<file path="src/rtl/cordic_vectoring_if.sv">
// rtl/cordic_vectoring_if.sv - operand/result handshake bundle for the vectoring CORDIC
interface cordic_vectoring_if;
    logic signed [15:0] x_in;
    logic signed [15:0] y_in;
    logic               operands_val;
    logic               operands_rdy;
    logic               ack;
    logic signed [15:0] mag_out;
    logic signed [15:0] theta_out;
    logic               out_valid;
    logic [1:0]         state;

    modport slave (
        input  x_in, y_in, operands_val, ack,
        output operands_rdy, mag_out, theta_out, out_valid, state
    );

    modport master (
        output x_in, y_in, operands_val, ack,
        input  operands_rdy, mag_out, theta_out, out_valid, state
    );
endinterface

</file>
<file path="src/rtl/cordic_vectoring.sv">
// rtl/cordic_vectoring.sv - iterative vectoring CORDIC returning magnitude and atan2 in Q3.13
module cordic_vectoring #(
    parameter int ITER = 14
) (
    input  logic               clk,
    input  logic               rst_n,
    cordic_vectoring_if.slave  bus
);
    typedef enum logic [1:0] {
        IDLE  = 2'b00,
        CALC  = 2'b01,
        SCALE = 2'b10,
        DONE  = 2'b11
    } state_t;

    localparam logic [3:0] LAST = 4'(ITER - 1);

    state_t             state_q, state_d;
    logic signed [19:0] x_q, y_q;
    logic signed [15:0] z_q;
    logic [3:0]         cnt_q;
    logic               zero_q;
    logic signed [15:0] mag_q, theta_q;

    logic signed [19:0] x_ext, y_ext, x_sh, y_sh, x_nx, y_nx;
    logic signed [15:0] z_nx, atan_i;
    logic signed [34:0] prod;

    function automatic logic signed [15:0] atan_lut(input logic [3:0] i);
        case (i)
            4'd0:    atan_lut = 16'sd6434;
            4'd1:    atan_lut = 16'sd3798;
            4'd2:    atan_lut = 16'sd2007;
            4'd3:    atan_lut = 16'sd1019;
            4'd4:    atan_lut = 16'sd511;
            4'd5:    atan_lut = 16'sd256;
            4'd6:    atan_lut = 16'sd128;
            4'd7:    atan_lut = 16'sd64;
            4'd8:    atan_lut = 16'sd32;
            4'd9:    atan_lut = 16'sd16;
            4'd10:   atan_lut = 16'sd8;
            4'd11:   atan_lut = 16'sd4;
            4'd12:   atan_lut = 16'sd2;
            4'd13:   atan_lut = 16'sd1;
            default: atan_lut = 16'sd0;
        endcase
    endfunction

    always_ff @(posedge clk or negedge rst_n) begin
        if (!rst_n) state_q <= IDLE;
        else        state_q <= state_d;
    end

    always_comb begin
        state_d = state_q;
        case (state_q)
            IDLE:    if (bus.operands_val) state_d = CALC;
            CALC:    if (cnt_q == LAST)    state_d = SCALE;
            SCALE:   state_d = DONE;
            DONE:    if (bus.ack)          state_d = IDLE;
            default: state_d = IDLE;
        endcase
    end

    // Q2.14 -> Q4.16: two guard bits above, two fraction bits below.
    always_comb begin
        x_ext  = {{2{bus.x_in[15]}}, bus.x_in, 2'b00};
        y_ext  = {{2{bus.y_in[15]}}, bus.y_in, 2'b00};
        x_sh   = x_q >>> cnt_q;
        y_sh   = y_q >>> cnt_q;
        atan_i = atan_lut(cnt_q);
        if (!y_q[19]) begin
            x_nx = x_q + y_sh;
            y_nx = y_q - x_sh;
            z_nx = z_q + atan_i;
        end else begin
            x_nx = x_q - y_sh;
            y_nx = y_q + x_sh;
            z_nx = z_q - atan_i;
        end
        // 9949 is 1/K in Q2.14; >>>17 lands the Q4.16 vector length in Q3.13.
        prod = $signed({{15{x_q[19]}}, x_q}) * 35'sd9949;
    end

    always_ff @(posedge clk or negedge rst_n) begin
        if (!rst_n) begin
            x_q     <= '0;
            y_q     <= '0;
            z_q     <= '0;
            cnt_q   <= '0;
            zero_q  <= 1'b0;
            mag_q   <= '0;
            theta_q <= '0;
        end else begin
            case (state_q)
                IDLE: if (bus.operands_val) begin
                    cnt_q  <= '0;
                    zero_q <= (bus.x_in == 16'sd0) && (bus.y_in == 16'sd0);
                    if (!bus.x_in[15]) begin
                        x_q <= x_ext;
                        y_q <= y_ext;
                        z_q <= 16'sd0;
                    end else if (!bus.y_in[15]) begin
                        x_q <= y_ext;
                        y_q <= -x_ext;
                        z_q <= 16'sd12868;
                    end else begin
                        x_q <= -y_ext;
                        y_q <= x_ext;
                        z_q <= -16'sd12868;
                    end
                end
                CALC: begin
                    x_q   <= x_nx;
                    y_q   <= y_nx;
                    z_q   <= z_nx;
                    cnt_q <= cnt_q + 4'd1;
                end
                SCALE: begin
                    mag_q   <= zero_q ? 16'sd0 : 16'(prod >>> 17);
                    theta_q <= zero_q ? 16'sd0 : z_q;
                end
                default: ;
            endcase
        end
    end

    assign bus.operands_rdy = (state_q == IDLE);
    assign bus.out_valid    = (state_q == DONE);
    assign bus.state        = state_q;
    assign bus.mag_out      = mag_q;
    assign bus.theta_out    = theta_q;
endmodule

</file>
<file path="src/flat_wrapper.sv">
// flat-port wrapper written by rule: the top's interface ports become plain ports
module cordic_vectoring_flat 
#(
    parameter int ITER = 14
)
  (clk, rst_n, bus_x_in, bus_y_in, bus_operands_val, bus_ack, bus_operands_rdy, bus_mag_out, bus_theta_out, bus_out_valid, bus_state);
  cordic_vectoring_if bus_i ();
  input  logic clk;
  input  logic rst_n;
  input wire logic [$bits(bus_i.x_in)-1:0] bus_x_in;
  input wire logic [$bits(bus_i.y_in)-1:0] bus_y_in;
  input wire logic [$bits(bus_i.operands_val)-1:0] bus_operands_val;
  input wire logic [$bits(bus_i.ack)-1:0] bus_ack;
  output wire logic [$bits(bus_i.operands_rdy)-1:0] bus_operands_rdy;
  output wire logic [$bits(bus_i.mag_out)-1:0] bus_mag_out;
  output wire logic [$bits(bus_i.theta_out)-1:0] bus_theta_out;
  output wire logic [$bits(bus_i.out_valid)-1:0] bus_out_valid;
  output wire logic [$bits(bus_i.state)-1:0] bus_state;
  assign bus_i.x_in = bus_x_in;
  assign bus_i.y_in = bus_y_in;
  assign bus_i.operands_val = bus_operands_val;
  assign bus_i.ack = bus_ack;
  assign bus_operands_rdy = bus_i.operands_rdy;
  assign bus_mag_out = bus_i.mag_out;
  assign bus_theta_out = bus_i.theta_out;
  assign bus_out_valid = bus_i.out_valid;
  assign bus_state = bus_i.state;
  cordic_vectoring #(.ITER(ITER)) u_core (.clk(clk), .rst_n(rst_n), .bus(bus_i));
endmodule
</file>
<file path="config.mk">
export PLATFORM = sky130hd
export DESIGN_NAME = cordic_vectoring_flat
export DESIGN_NICKNAME = d
export VERILOG_FILES = /design/src/rtl/cordic_vectoring_if.sv /design/src/rtl/cordic_vectoring.sv /design/src/flat_wrapper.sv
export SDC_FILE = /design/constraint.sdc
export NUM_CORES = 1
export LEC_CHECK = 0
export CAP_MARGIN = 20
export CORE_MARGIN = 8
export CORE_UTILIZATION = 50
export CTS_CLUSTER_DIAMETER = 200
export DETAILED_ROUTE_END_ITERATION = 8
export GPL_TIMING_DRIVEN = 0
export PLACE_DENSITY = 0.68
export SLEW_MARGIN = 25
export SYNTH_ARGS = -nofsm -noshare
export SYNTH_HDL_FRONTEND = slang
export SYNTH_SLANG_ARGS = --single-unit
</file>
<file path="constraint.sdc">
create_clock -name clk -period 9.2 [get_ports clk]
set_clock_uncertainty 0.15 [all_clocks]
set_input_delay 1.84 -clock clk [delete_from_list [all_inputs] [get_ports clk]]
set_output_delay 1.84 -clock clk [all_outputs]
set_load 0.02 [all_outputs]
</file>
# Word-level counts from Yosys, hierarchy flattened
# Memories as Yosys holds them, arrays and structs flattened.
# Cells that the tools add are included.
# Widths: inputs -> output; s select.
# word_totals
memories,1
word_cells,59
out_inout_bits,36
rom_bits,208
inputBits,36
regBits,95
# mem_list
memory,depth,word_bits,read_ports,rd_clocked_by_memory_dff,write_ports,line,text
(name not given),16,13,1,0,0,cordic_vectoring.sv:30,case (i)
# op_classes
add_sub_neg,9
n_reduce_logical,8
shifts,2
mul,1
mux,23
n_eq_ne,7
# op_table
op,count
$mux 20,8
$mux 16,6
$pmux 20 s2,2
$add 20x20->20,2
$neg 18->20,2
$sshr 20x4->20,2
$sub 20x20->20,2
$mul 20x15->33 const B,1
$logic_not 16->1,2
$pmux 16 s2,1
$add 16x16->16,1
$sub 16x16->16,1
$pmux 2 s4,1
$pmux 4 s2,1
$mux 2,3
$add 4x1->4 const B,1
$eq 2x2->1 const B,2
$eq 4x4->1 const B,1
$mux 4,1
$ne 2x2->1 const B,2
$reduce_and 2->1,2
$reduce_and 3->1,1
$eq 2x1->1 const B,1
$logic_not 2->1,1
3 further kinds,3

# Depth between registers and ports, before layout
# logic_depth
word_depth,5
depth_mapped,24
ltp_nobuf,22

# Worst setup path after synthesis
# OpenSTA, ideal clock, no wires.
# synth_path
path_type,register to register
start,register u_core.x_q[16]
end,"register u_core.mag_q[15], in the netlist u_core.bus.mag_out[15]"
path_buffers,0
t_required_ns,8.909
path_slack_ns,3.475
arrival_time_ns,5.434
period_less_slack_ns,5.725
stages_incl_launch_ff,21
path_cell_list,dfrtp_1 -> ha_1 -> inv_1 -> fa_1 -> inv_1 -> fa_1 -> fa_1 -> fa_1 -> inv_1 -> fa_1 -> inv_1 -> ha_1 -> a21oi_1 -> o21ai_0 -> a221o_1 -> nor3_1 -> a21oi_1 -> a211o_1 -> a31oi_1 -> xnor2_1 -> o22ai_1
# synth_via
elab_chain_len,2
# synth_lines
element,line,text
from (decl),cordic_vectoring.sv:19,"logic signed [19:0] x_q, y_q;"
from (signal assigned),cordic_vectoring.sv:100,x_q <= x_ext;
from (signal assigned),cordic_vectoring.sv:104,x_q <= y_ext;
from (signal assigned),cordic_vectoring.sv:108,x_q <= -y_ext;
$mul 20x15->33,cordic_vectoring.sv:82,"prod = $signed({{15{x_q[19]}}, x_q}) * 35'sd9949;"
$mux 16,cordic_vectoring.sv:120,mag_q <= zero_q ? 16'sd0 : 16'(prod >>> 17);
to (signal assigned),cordic_vectoring.sv:120,
to (decl),cordic_vectoring.sv:23,"logic signed [15:0] mag_q, theta_q;"
# No other way between the ends.
# A chain may end at the register's enable or synchronous reset.

# Worst setup path after layout
# layout_path
start,register u_core.cnt_q[3]
end,register u_core.y_q[19]
# layout_via
elab_chain_len,4
elab_cells_between_ends,5
# layout_lines
element,line,text
from (decl),cordic_vectoring.sv:21,logic [3:0] cnt_q;
from (signal assigned),cordic_vectoring.sv:117,cnt_q <= cnt_q + 4'd1;
$sshr 20x4->20 *,cordic_vectoring.sv:69,x_sh = x_q >>> cnt_q;
$sub 20x20->20 / $add 20x20->20 (equally long branches),"cordic_vectoring.sv:74, cordic_vectoring.sv:78",
$mux 20 *,cordic_vectoring.sv:72,if (!y_q[19]) begin
$pmux 20 s2 *,cordic_vectoring.sv:95,case (state_q)
to (signal assigned),cordic_vectoring.sv:101,y_q <= y_ext;
to (signal assigned),cordic_vectoring.sv:105,y_q <= -x_ext;
to (signal assigned),cordic_vectoring.sv:109,y_q <= x_ext;
to (decl),cordic_vectoring.sv:19,
# Mark *: on every way between the ends. The rest lies on a longest branch, timed or not.

==> run metrics <==
CP Launch Type flip-flop; fin area around 0.018 sq mm; critical path's largest stage delay between 0.6 and 0.7 ns; commonest cells after routing, fill and taps aside 309 x inv_1, 186 x ha_1, 135 x fa_1; crit end category flip-flop; pins over their slew limit 0; simple-gate share of the synthesized area 0.129; Tcrit/Tclk final 0.848; Final setup viols 0; main combinational cell family by area after synthesis adder cells; ys async rst share 1.00; complex-gate fraction of the synthesized area 0.179; initial detailed-routing violation count between 1,000 and 1,500; Crit path top cell by count buf_1; top_reg_cell synth dfrtp_1; Placed Area around 0.018 sq mm; Crit. Startpoint u_core.cnt_q[3]$_DFFE_PN0P_; Core Area roughly 0.032 sq mm; Crit path depth 22; Post-CTS Hold Buffers 0; largest net degree at the start of global routing 54; Max-slew headroom 0.348; post-CTS setup buffer count 0; R2R cell count 22; Synth Register Bits 95; clk buf depth 2; WL/cell approximately 22 um; first-pass detailed-route iteration total 5; Fmax 128 MHz; synthesized cell area approximately 0.016 sq mm; Antenna diodes 0; CP Cell Sequence buf_2 > buf_2 > buf_1 > buf_1 > clkbuf_1 > buf_1 > buf_1 > nand2_1 > o21a_1 > ha_1 > a31oi_1 > xor2_1 > ha_1 > a21o_1 > a2111oi_0 > nor2_1 > a221o_1 > a41oi_1 > a21oi_1 > a31o_2 > o41ai_2 > nor2_1; met2 usage 0.416; Worst R2R Start u_core.cnt_q[3]$_DFFE_PN0P_; Final Hold Vio Count 0; syn_nets approximately 2,300; final wirelength about 54,000 um; worst setup path class reg2reg; multiplexer share of the synthesized area 0.0869; sequential area share after synthesis 0.145; layout net count ~2,400; Buf/Inv on CP 7; Area growth syn-to-layout 9.75%; met3 GRT Util 0.0494; Starting Density 0.506; Post-DP HPWL around 43,000 um; commonest non-fill, non-tap cell in the layout inv_1; post-synthesis adder-cell area fraction 0.306; Critical Path Sink u_core.y_q[19]$_DFFE_PN0P_; gr busiest metal met2; die area between 0.03 and 0.04 sq mm; io pins slightly above 70; Data arrival, critical path approximately 8 ns; Max Cap Viol 0; CTS Buf Count 9; reg2reg setup slack between 1 and 1.5 ns; share of post-route cells with drive strength above 1 0.0553; Sink Count between 90 and 100; Synth Area in XOR/XNOR 0.0608; first-pass GRT wire length 84,800 um; RSZ-0062 raised after global routing false; clock root buffer clkbuf_16; Critical Path Slowest Stage Cell buf_1; chip width 197 um; met1 Use GR 0.403; vias in the first global route 14,800; Total GRT Usage 0.280; synthesized instance count about 1,900; # fillers 2,989; post-route ant nets 0; Skew-Pair Late Insertion Delay between 0.3 and 0.4 ns; YS warnings 0; crit path time final 7.80 ns; Synth Area per Inst roughly 8.6 sq um; Distinct cells, synth between 70 and 80; clock-pin slew on the worst setup and hold paths around 0.090 ns; Total Neg Setup Slack 0 ns; # DRC 0; Via Count ~15,000; r2r endpoint u_core.y_q[19]$_DFFE_PN0P_; Layout Cells excl Fill roughly 2,400; CP max FO 10; CTS tree done; slew at the pin with the worst max-slew slack slightly below 1 ns; post-CTS sizing 0; initial antenna violation count 0; drt via density between 6 and 7; H-Tree Depth 3; Overflow after GRT 0; Critical Path RT 9.31 ns; Die Span Y about 200 um; number of synthesized flops with an enable pin 0; HP Class reg2reg; input/output buffers 70; placed insts ~2,400; status finished, final reports clean; Crit path max-delay family buffers and inverters; gp weighted congestion between 0.9 and 1; Rows 66
==> synth_stat cells, types with 18 or more instances <==
cell type  instances  area [sq um]
inv_1            309          1160
a21o_1            19           143
or3_1             18           113
ha_1             186          2330
o21ai_0          114           571
nor2b_1           28           175
a31oi_1           20           125
fa_1             135          2700
nor2_1           131           492
nand3_1           31           155
xnor2_1           62           543
dfrtp_1           95          2380
nor3_1            32           160
xor2_1            52           455
mux4_2            36           811
nand2b_1          19           119
mux2i_1           47           470
nand2_1          117           439
o22ai_1           39           244
clkbuf_1          44           165
a211oi_1          34           255
a21oi_1          133           666
==> sequential cells by signal, summed over array words and instances (netlist names) <==
register,flops
u_core.bus.mag_out,16
u_core.z_q,16
u_core.zero_q,1
u_core.cnt_q,4
u_core.bus.state,2
u_core.bus.theta_out,16
u_core.y_q,20
u_core.x_q,20
==> cell families after synthesis <==
kind of cell	Yosys count
and+or+nand+nor	436
xor gates and xnor gates	114
DFF	95
adders and majority gates	321
muxes	96
AOI/OAI and AO/OA	468
buffers and inverters	390
==> layout make-up <==
cell class / instances / area [sq um] / area share
multi-input cells: 1435 / 12500 / 0.694
flip-flops and latches: 95 / 2380 / 0.132
inverters: 312 / 1170 / 0.0650
repair buffers: 71 / 729 / 0.0405
well taps: 442 / 553 / 0.0307
plain buffers: 78 / 370 / 0.0205
clock buffers: 9 / 225 / 0.0125
clock inverters: 7 / 93.8 / 0.00521
==> stage by stage <==
step / utilization / hold slack (ns) / setup slack [ns]
5_1_grt: 0.555 / 0.382 / 1.17
4_1_cts: 0.555 / 0.371 / 1.68
6_report: 0.555 / 0.379 / 1.40
3_3_place_gp: 0.545 / 0.330 / 1.79
2_1_floorplan: - / 0.307 / 3.48
3_5_place_dp: 0.546 / 0.345 / 1.75
==> tightest hold or removal path: cells and delay by family, from the launching register on <==
family          cells  cell delay (ns)
compound gates      1             0.06
buf+inv             1             0.05
flops               1             0.38
==> routing by layer <==
| layer | vias up | wire length, um |
|---|---|---|
| li1 | 6808 | - |
| met1 | 7313 | 24500 |
| met2 | 716 | 23100 |
| met3 | 110 | 4600 |
| met4 | 0 | 1920 |
| met5 | - | 0 |
==> worst min path at each step <==
stage                                                   from                                 end  cells past startpoint
final                      u_core.bus.mag_out[3]$_DFFE_PN0P_   u_core.bus.mag_out[3]$_DFFE_PN0P_                      2
after global routing      u_core.bus.mag_out[14]$_DFFE_PN0P_  u_core.bus.mag_out[14]$_DFFE_PN0P_                      2
after CTS                 u_core.bus.mag_out[14]$_DFFE_PN0P_  u_core.bus.mag_out[14]$_DFFE_PN0P_                      2
after detailed placement  u_core.bus.mag_out[14]$_DFFE_PN0P_  u_core.bus.mag_out[14]$_DFFE_PN0P_                      2
after global placement    u_core.bus.mag_out[14]$_DFFE_PN0P_  u_core.bus.mag_out[14]$_DFFE_PN0P_                      2
after floorplan                    u_core.zero_q$_DFFE_PN0P_           u_core.zero_q$_DFFE_PN0P_                      2
Power is not shown: default switching activity piles up to over one toggle a cycle in this logic, so the estimate is an artifact.
